### src/rtl/pr_timer_bridge.sv
// pr_timer_bridge: processor-bus responder for two countdown timers (TC0, TC1).
// Decodes CPU accesses, returns combinational read data, and builds the
// hardware interrupt vector from timer requests and registered external lines.
module pr_timer_bridge #(
  parameter logic [31:0] TC0_BASE = 32'h0000_7F00,
  parameter logic [31:0] TC1_BASE = 32'h0000_7F10
) (
  input  logic        clk,
  input  logic        reset,
  input  logic [31:0] PrAddr,
  input  logic [3:0]  PrBE,
  input  logic [31:0] PrWD,
  input  logic        PrWe,
  input  logic [3:0]  ExtInt,
  output logic [31:0] PrRD,
  output logic [7:2]  HWInt
);

  typedef enum logic [1:0] {
    IDLE = 2'd0,
    LOAD = 2'd1,
    CNT  = 2'd2,
    INT  = 2'd3
  } state_t;

  state_t      state_q  [2];
  logic [3:0]  ctrl_q   [2];
  logic [31:0] preset_q [2];
  logic [31:0] count_q  [2];
  logic [31:0] rd_data  [2];
  logic [1:0]  hit;
  logic [1:0]  wr_ctrl;
  logic [1:0]  wr_preset;
  logic [1:0]  irq;
  logic [3:0]  ext_q;
  logic [1:0]  sel;
  logic        addr_unused;

  assign sel         = PrAddr[3:2];
  assign addr_unused = ^PrAddr[1:0];

  function automatic logic [31:0] merge_bytes(input logic [31:0] old_v,
                                              input logic [31:0] wd,
                                              input logic [3:0]  be);
    logic [31:0] r;
    r = old_v;
    for (int unsigned b = 0; b < 4; b++) begin
      if (be[b]) r[8*b +: 8] = wd[8*b +: 8];
    end
    return r;
  endfunction

  for (genvar g = 0; g < 2; g++) begin : g_tc
    localparam logic [31:0] BASE = (g == 0) ? TC0_BASE : TC1_BASE;

    assign hit[g]       = (PrAddr[31:4] == BASE[31:4]);
    assign wr_ctrl[g]   = PrWe && hit[g] && (sel == 2'd0) && (PrBE != 4'b0000);
    assign wr_preset[g] = PrWe && hit[g] && (sel == 2'd1);
    assign irq[g]       = (state_q[g] == INT) && ctrl_q[g][3];

    // Register read mux for this timer
    always_comb begin
      rd_data[g] = '0;
      case (sel)
        2'd0:    rd_data[g] = {28'd0, ctrl_q[g]};
        2'd1:    rd_data[g] = preset_q[g];
        2'd2:    rd_data[g] = count_q[g];
        default: rd_data[g] = '0;
      endcase
    end

    // Timer FSM, counter and CPU-writable registers
    always_ff @(posedge clk) begin
      if (!reset) begin
        state_q[g]  <= IDLE;
        ctrl_q[g]   <= '0;
        preset_q[g] <= '0;
        count_q[g]  <= '0;
      end else begin
        case (state_q[g])
          IDLE: if (ctrl_q[g][0]) state_q[g] <= LOAD;
          LOAD: begin
            count_q[g] <= preset_q[g];
            state_q[g] <= CNT;
          end
          CNT: begin
            if (!ctrl_q[g][0]) begin
              state_q[g] <= IDLE;
            end else if (count_q[g] > 32'd1) begin
              count_q[g] <= count_q[g] - 32'd1;
            end else begin
              count_q[g] <= '0;
              state_q[g] <= INT;
              // Anything but auto-reload behaves as one-shot: drop En on expiry
              if (ctrl_q[g][2:1] != 2'b01) ctrl_q[g][0] <= 1'b0;
            end
          end
          INT: if (ctrl_q[g][2:1] == 2'b01) state_q[g] <= LOAD;
          default: state_q[g] <= IDLE;
        endcase

        if (wr_preset[g]) preset_q[g] <= merge_bytes(preset_q[g], PrWD, PrBE);

        // CTRL write is placed last so it overrides the En clear and any
        // state transition (including expiry) taken above in the same cycle
        if (wr_ctrl[g]) begin
          if (PrBE[0]) ctrl_q[g] <= PrWD[3:0];
          state_q[g] <= IDLE;
        end
      end
    end
  end

  // Read data: hit timer's selected register, zero on miss
  always_comb begin
    PrRD = '0;
    if (hit[0])      PrRD = rd_data[0];
    else if (hit[1]) PrRD = rd_data[1];
  end

  // External interrupt lines registered once
  always_ff @(posedge clk) begin
    if (!reset) ext_q <= '0;
    else        ext_q <= ExtInt;
  end

  assign HWInt = {ext_q, irq};

endmodule

### config.mk
export PLATFORM = sky130hd
export DESIGN_NAME = pr_timer_bridge
export DESIGN_NICKNAME = d
export VERILOG_FILES = /design/src/rtl/pr_timer_bridge.sv
export SDC_FILE = /design/constraint.sdc
export NUM_CORES = 1
export LEC_CHECK = 0
export ABC_AREA = 1
export CAP_MARGIN = 0
export CORE_MARGIN = 8
export CORE_UTILIZATION = 39
export DETAILED_ROUTE_END_ITERATION = 8
export PLACE_DENSITY = 0.64
export RECOVER_POWER = 50
export SLEW_MARGIN = 15
export SYNTH_ARGS = -nofsm -noshare
export SYNTH_HDL_FRONTEND = slang
export SYNTH_SLANG_ARGS = --single-unit
export TNS_END_PERCENT = 10
### constraint.sdc
create_clock -name clk -period 3.3 [get_ports clk]
set_input_delay 0.66 -clock clk [delete_from_list [all_inputs] [get_ports clk]]
set_output_delay 0.66 -clock clk [all_outputs]
set_load 0.01 [all_outputs]
==> run metrics, run 1 <==
syn avg cell area=7.66 um^2; critical-path cell list=clkdlybuf4s50_1 -> inv_1 -> nor2_1 -> nand2_1 -> nor2_1 -> nand3_1 -> nor2_4 -> buf_4 -> clkbuf_16 -> nand3_1 -> nand2_1 -> dlygate4sd2_1; Layout area overhead=24.1%; status=complete, but fails checks; DRT iter0 DRCs=795; Rel. slew slack=-3.93%; # diodes=0; Final nets=1,426; CTS max path bufs=2; most frequent cells in the layout=nand2_1, nor2_1, inv_1; WL final=28.4 mm; Sequential Area=4280 um^2; worst skew pair latency=0.43 ns; final worst slack=0.119 ns; Total Routing Usage GR=19.6%; number of port buffers=110; largest cells by area after synthesis=edfxtp_1, nand2_1, nor2_1; vias in the first global route=8,289; total CTS buffers=17; H-tree depth=4; DR DRC count=0; Place WS=-0.172 ns; Syn Inst Count=1,214; initial antenna violation count=0; final worst path period share=96.4%; clock skew=0.0125 ns; fill cell count=2,297; Slew @ Worst Pin=1.56 ns; sequential-to-total area share from yosys stat=46.1%; Power Total=5.63 mW; core region area=23,500 um^2; endpoint class of the critical path=output port; CTS tree=yes; total number of vias=8,557; P per Cell Area=488 nW/um^2; Slowest-stage cell, CP=clkdlybuf4s50_1; Finished Layout Cells=1,679; clock sink count=144; Leakage Power=5.17 nW; mean routed wirelength per cell=16.9 um; worst-path maximum fanout=16; pin count of the biggest net entering global routing=34; DP HPWL=21.9 mm; Detail Route Antenna Nets=0; CP required=2.64 ns; Placed Cells=1,644; max cap viols=1; Hold Crit Class=reg2reg; Cell Area, Synth=9300 um^2; minimum clock period=3.18 ns; final hold vios=0; die span in x=170 um; maximum VDD drop=0.335 mV; type of origin of the critical path=input pin; area leader, netlist=edfxtp_1; post-route cell area=11,500 um^2; worst hold slack=0.547 ns; failing checks=max-capacitance violations, max-slew violations; via/cell ratio=5.10; global-route wire length before repair=44.1 mm; Distinct cells, synth=44; CP max stage delay=0.47 ns; I/O pins=113; Syn. warnings=0; placer congestion estimate=0.896; Clock Tree Root=clkbuf_16; Die Y=170 um; final setup fails=0; Die ar.=29,000 um^2; row cnt=56; # hold bufs at CTS=0; Seq cells post-synth=144; Max Clock Freq=314 MHz; share of post-route cells with drive strength above 1=10.2%; TNS Setup=0 ns; remaining global-route overflow=0; DR pass1 iterations=6; kind of critical path=in2out; most common cell after layout, fill and taps aside=nand2_1; syn nets=1,293; Post-DP Area=11,000 um^2; area of the multi-input gates=4140 um^2; Clock transition at path regs=0.06 ns; Starting Density=39.6%; crit path DAT=2.52 ns; max-slew violation count=34; RSZ-0062 raised after global routing=false; final core occ=49.2%; top cell type's share of synthesized area=45.2%
==> repair_timing <==
action / CTS / global route
pin swaps: 0 / 2
gates cloned: 0 / 1
endpoints found under the hold margin: 0 / 0
buffers inserted: 0 / 2
resized for setup: 25 / 30
endpoints found under the setup margin: 32 / 29
==> per-layer routing <==
| layer | GRT usage [%] | share of wire, % |
|---|---|---|
| met1 | 26.8 | 44 |
| met2 | 31.1 | 46 |
| met3 | 4.10 | 8.7 |
| met4 | 4.73 | 1.4 |
| met5 | 0 | 0 |
==> where the power goes <==
group	switching, mW	internal, mW	total, mW
Sequential	0.173	2.23	2.41
Combinational	0.708	0.371	1.08
Clock	0.804	1.34	2.14
==> registers in the layout, summed over array words and instances, names as in the netlist <==
signal,flops
count_q,64
ctrl_q,8
ext_q,4
preset_q,64
state_q,4
==> worst max-delay path, delay by kind of cell <==
kind,cells,cell delay [ns]
buffers and inverters,5,1.13
and+or+nand+nor,7,0.71
==> cells in the mapped netlist, drive strengths merged <==
library cell    n
nand2         341
nor2          239
inv           159
edfxtp        140
o21ai          78
nand3          67
xor2           49
buf            27
o22ai          23
a21oi          19
nor3           16
nand4          15
clkbuf         14
dfxtp           4
ha              4
o221ai          4
clkinv          3
a22o            2
nand3b          2
nor3b           2
o211ai          2
and3            1
o21bai          1
or2             1
xnor2           1
==> logic make-up (layout without fill, tap and decap cells) <==
group,after synthesis,in the layout,synth area share [%]
compound gates,129,129,7.61
xor+xnor,50,50,4.71
fa+ha+maj,4,4,0.538
simple gates,684,684,31.9
flops,144,144,46.1
buf+inv,203,349,9.16
==> worst paths after layout <==
check / start / to / slack (ns) / cells after the start
worst max-delay path: PrAddr[14] / PrRD[20] / 0.12 / 12
worst min-delay path: preset_q[0][3]$_SDFFCE_PN0P_ / count_q[0][3]$_SDFFCE_PP0P_ / 0.55 / 2
worst max register to register: count_q[1][0]$_SDFFCE_PP0P_ / count_q[1][30]$_SDFFCE_PP0P_ / 0.40 / 10
worst min register to register: preset_q[0][3]$_SDFFCE_PN0P_ / count_q[0][3]$_SDFFCE_PP0P_ / 0.55 / 2
==> final cells by class <==
type	instances	area share (%)
well taps	319	3.46
flip-flops and latches	144	37.1
inverters	162	5.37
clock buffers	18	3.72
repair buffers	155	12.6
multi-input cells	867	35.8
clock inverters	14	1.86
No activity file was read; power rests on OpenSTA's default activity.
==> inputs of run 2 (changes only) <==
- SLEW_MARGIN: 15 -> unset
==> results of run 2 <==
The final DEF is identical to that of run 1; final timing and power are the same.
==> inputs of run 3 (changes only) <==
- CORE_ASPECT_RATIO: unset -> 1.25
- CORE_UTILIZATION: 39 -> 55
- PLACE_DENSITY: 0.64 -> 0.84
==> run 3 against run 2 <==
Effect of this change:
- the run now ends clean
- sequential share of layout area up 0.74 points
- sequential power about the same
- global-route usage grew 6.7 points
- critical path depth is 1 lower
- clock skew is 0.0044 ns lower
- count of clock-buffer cells in the layout grew 2
- die area is 26% lower
- cell area is 2.0% lower
- flip-flop and latch count is the same
- first-iteration DRC count up 30%
- routed wire length shrank 1.5%
- critical path type unchanged
- largest power group unchanged
==> run metrics, run 3 (synthesis results as in run 1) <==
worst skew pair latency=0.43 ns; Power Total=5.44 mW; total CTS buffers=17; Starting Density=55.7%; Detail Route Antenna Nets=0; final worst path period share=96.5%; CTS max path bufs=2; crit path DAT=2.53 ns; RSZ-0062 raised after global routing=true; largest registers=count_q (64), preset_q (64), ctrl_q (8); status=finished clean; CTS tree=yes; mean routed wirelength per cell=17.8 um; GR peak layer=met2; core region area=16,700 um^2; final setup fails=0; kind of critical path=in2out; WL final=28.0 mm; share of post-route cells with drive strength above 1=9.39%; Hold Crit Class=reg2reg; Die ar.=21,400 um^2; endpoint class of the critical path=output port; met3 usage=5.87%; DRT iter0 DRCs=1,032; vias in the first global route=8,759; DR DRC count=0; minimum clock period=3.19 ns; Clock transition at path regs=0.06 ns; max cap viols=0; Total Routing Usage GR=26.3%; Layout area overhead=21.7%; P per Cell Area=481 nW/um^2; Clock Tree Root=clkbuf_16; final core occ=67.7%; Final nets=1,419; via/cell ratio=5.61; remaining global-route overflow=0; number of port buffers=110; final worst slack=0.114 ns; row cnt=53; Max Clock Freq=314 MHz; I/O pins=113; initial antenna violation count=0; placer congestion estimate=0.908; worst-path maximum fanout=24; Slew @ Worst Pin=0.984 ns; global-route wire length before repair=44.0 mm; final hold vios=0; clock skew=0.00807 ns; clock sink count=144; max-slew violation count=0; die span in x=132 um; H-tree depth=4; # diodes=0; Die Y=161 um; Place WS=-0.110 ns; pin count of the biggest net entering global routing=34; type of origin of the critical path=input pin; CP required=2.64 ns; total number of vias=8,826; M1 GR Usage=29.7%; maximum VDD drop=0.392 mV; Rel. slew slack=34.4%; met2 Usage GRT=44.5%; most frequent cells in the layout=nand2_1, nor2_1, inv_1; most common cell after layout, fill and taps aside=nand2_1; DP HPWL=21.0 mm; DR pass1 iterations=6; R2R Setup Slk=0.73 ns; Leakage Power=5.12 nW
==> run 3: cell count changes in the layout (fill, tap and decap cells not counted), sizes merged <==
| cell | change |
|---|---|
| buf | -5 |
| dlygate4sd2 | +13 |
| dlymetal6s2s | -3 |
| clkdlybuf4s15 | -1 |
| inv | +2 |
| bufinv | -3 |
| clkbuf | -9 |
| clkinvlp | -1 |
==> run 3: path summary, 6_finish.rpt <==
path                            startpoint                            to  depth (start not counted)
min reg2reg  preset_q[0][13]$_SDFFCE_PN0P_  count_q[0][13]$_SDFFCE_PP0P_                          2
min          preset_q[0][13]$_SDFFCE_PN0P_  count_q[0][13]$_SDFFCE_PP0P_                          2
max                             PrAddr[14]                      PrRD[13]                         11
max reg2reg    count_q[1][0]$_SDFFCE_PP0P_  count_q[1][30]$_SDFFCE_PP0P_                         10
==> run 3: metrics by stage <==
stage,area [um^2],cells,hold slack [ns],TNS [ns]
global placement,10800,1541,0.530,-1.03
global route,11300,1573,0.592,-0.00894
detailed placement,10800,1541,0.543,-1.74
CTS,11300,1573,0.562,-0.385
finish,11300,1573,0.563,0
floorplan,9300,1214,0.520,0
==> run 3: power by group <==
part / switching [mW] / internal (mW) / total (mW) / leakage (nW)
Sequential: 0.177 / 2.23 / 2.41 / 1.44
Clock: 0.797 / 1.16 / 1.95 / 0.283
Combinational: 0.712 / 0.369 / 1.08 / 3.39
Total: 1.69 / 3.76 / 5.44 / 5.12
==> run 3: per-layer routing <==
metal	routed length, um	up-vias	share of wire, %
met5	0	-	0
met4	1630	0	5.8
met3	2580	113	9.2
met2	13500	533	48
met1	10300	4024	37
li1	-	4156	-
==> run 3: critical path, stage by stage <==
cell             delay, ns
clkdlybuf4s50_1       0.48
inv_1                 0.05
nor2_1                0.09
nand2_1               0.06
nor2_1                0.13
nand3_1               0.13
nor2_4                0.22
buf_12                0.20
nand2_1               0.08
nand2_1               0.13
dlygate4sd2_1         0.29
==> run 3: area by class of cell <==
| class | count | area (um^2) |
|---|---|---|
| clock buffer | 20 | 457 |
| clock inverter | 12 | 133 |
| fill | 1369 | 5400 |
| inverter | 162 | 619 |
| multi-input combinational | 867 | 4140 |
| sequential | 144 | 4280 |
| tap | 220 | 275 |
| timing repair buffer | 148 | 1410 |
==> run 3: repair_timing <==
item                                    CTS  global route
hold buffers                              0             0
setup buffers                             0             0
gates resized for setup                  30             6
endpoints found under the setup margin   32             7
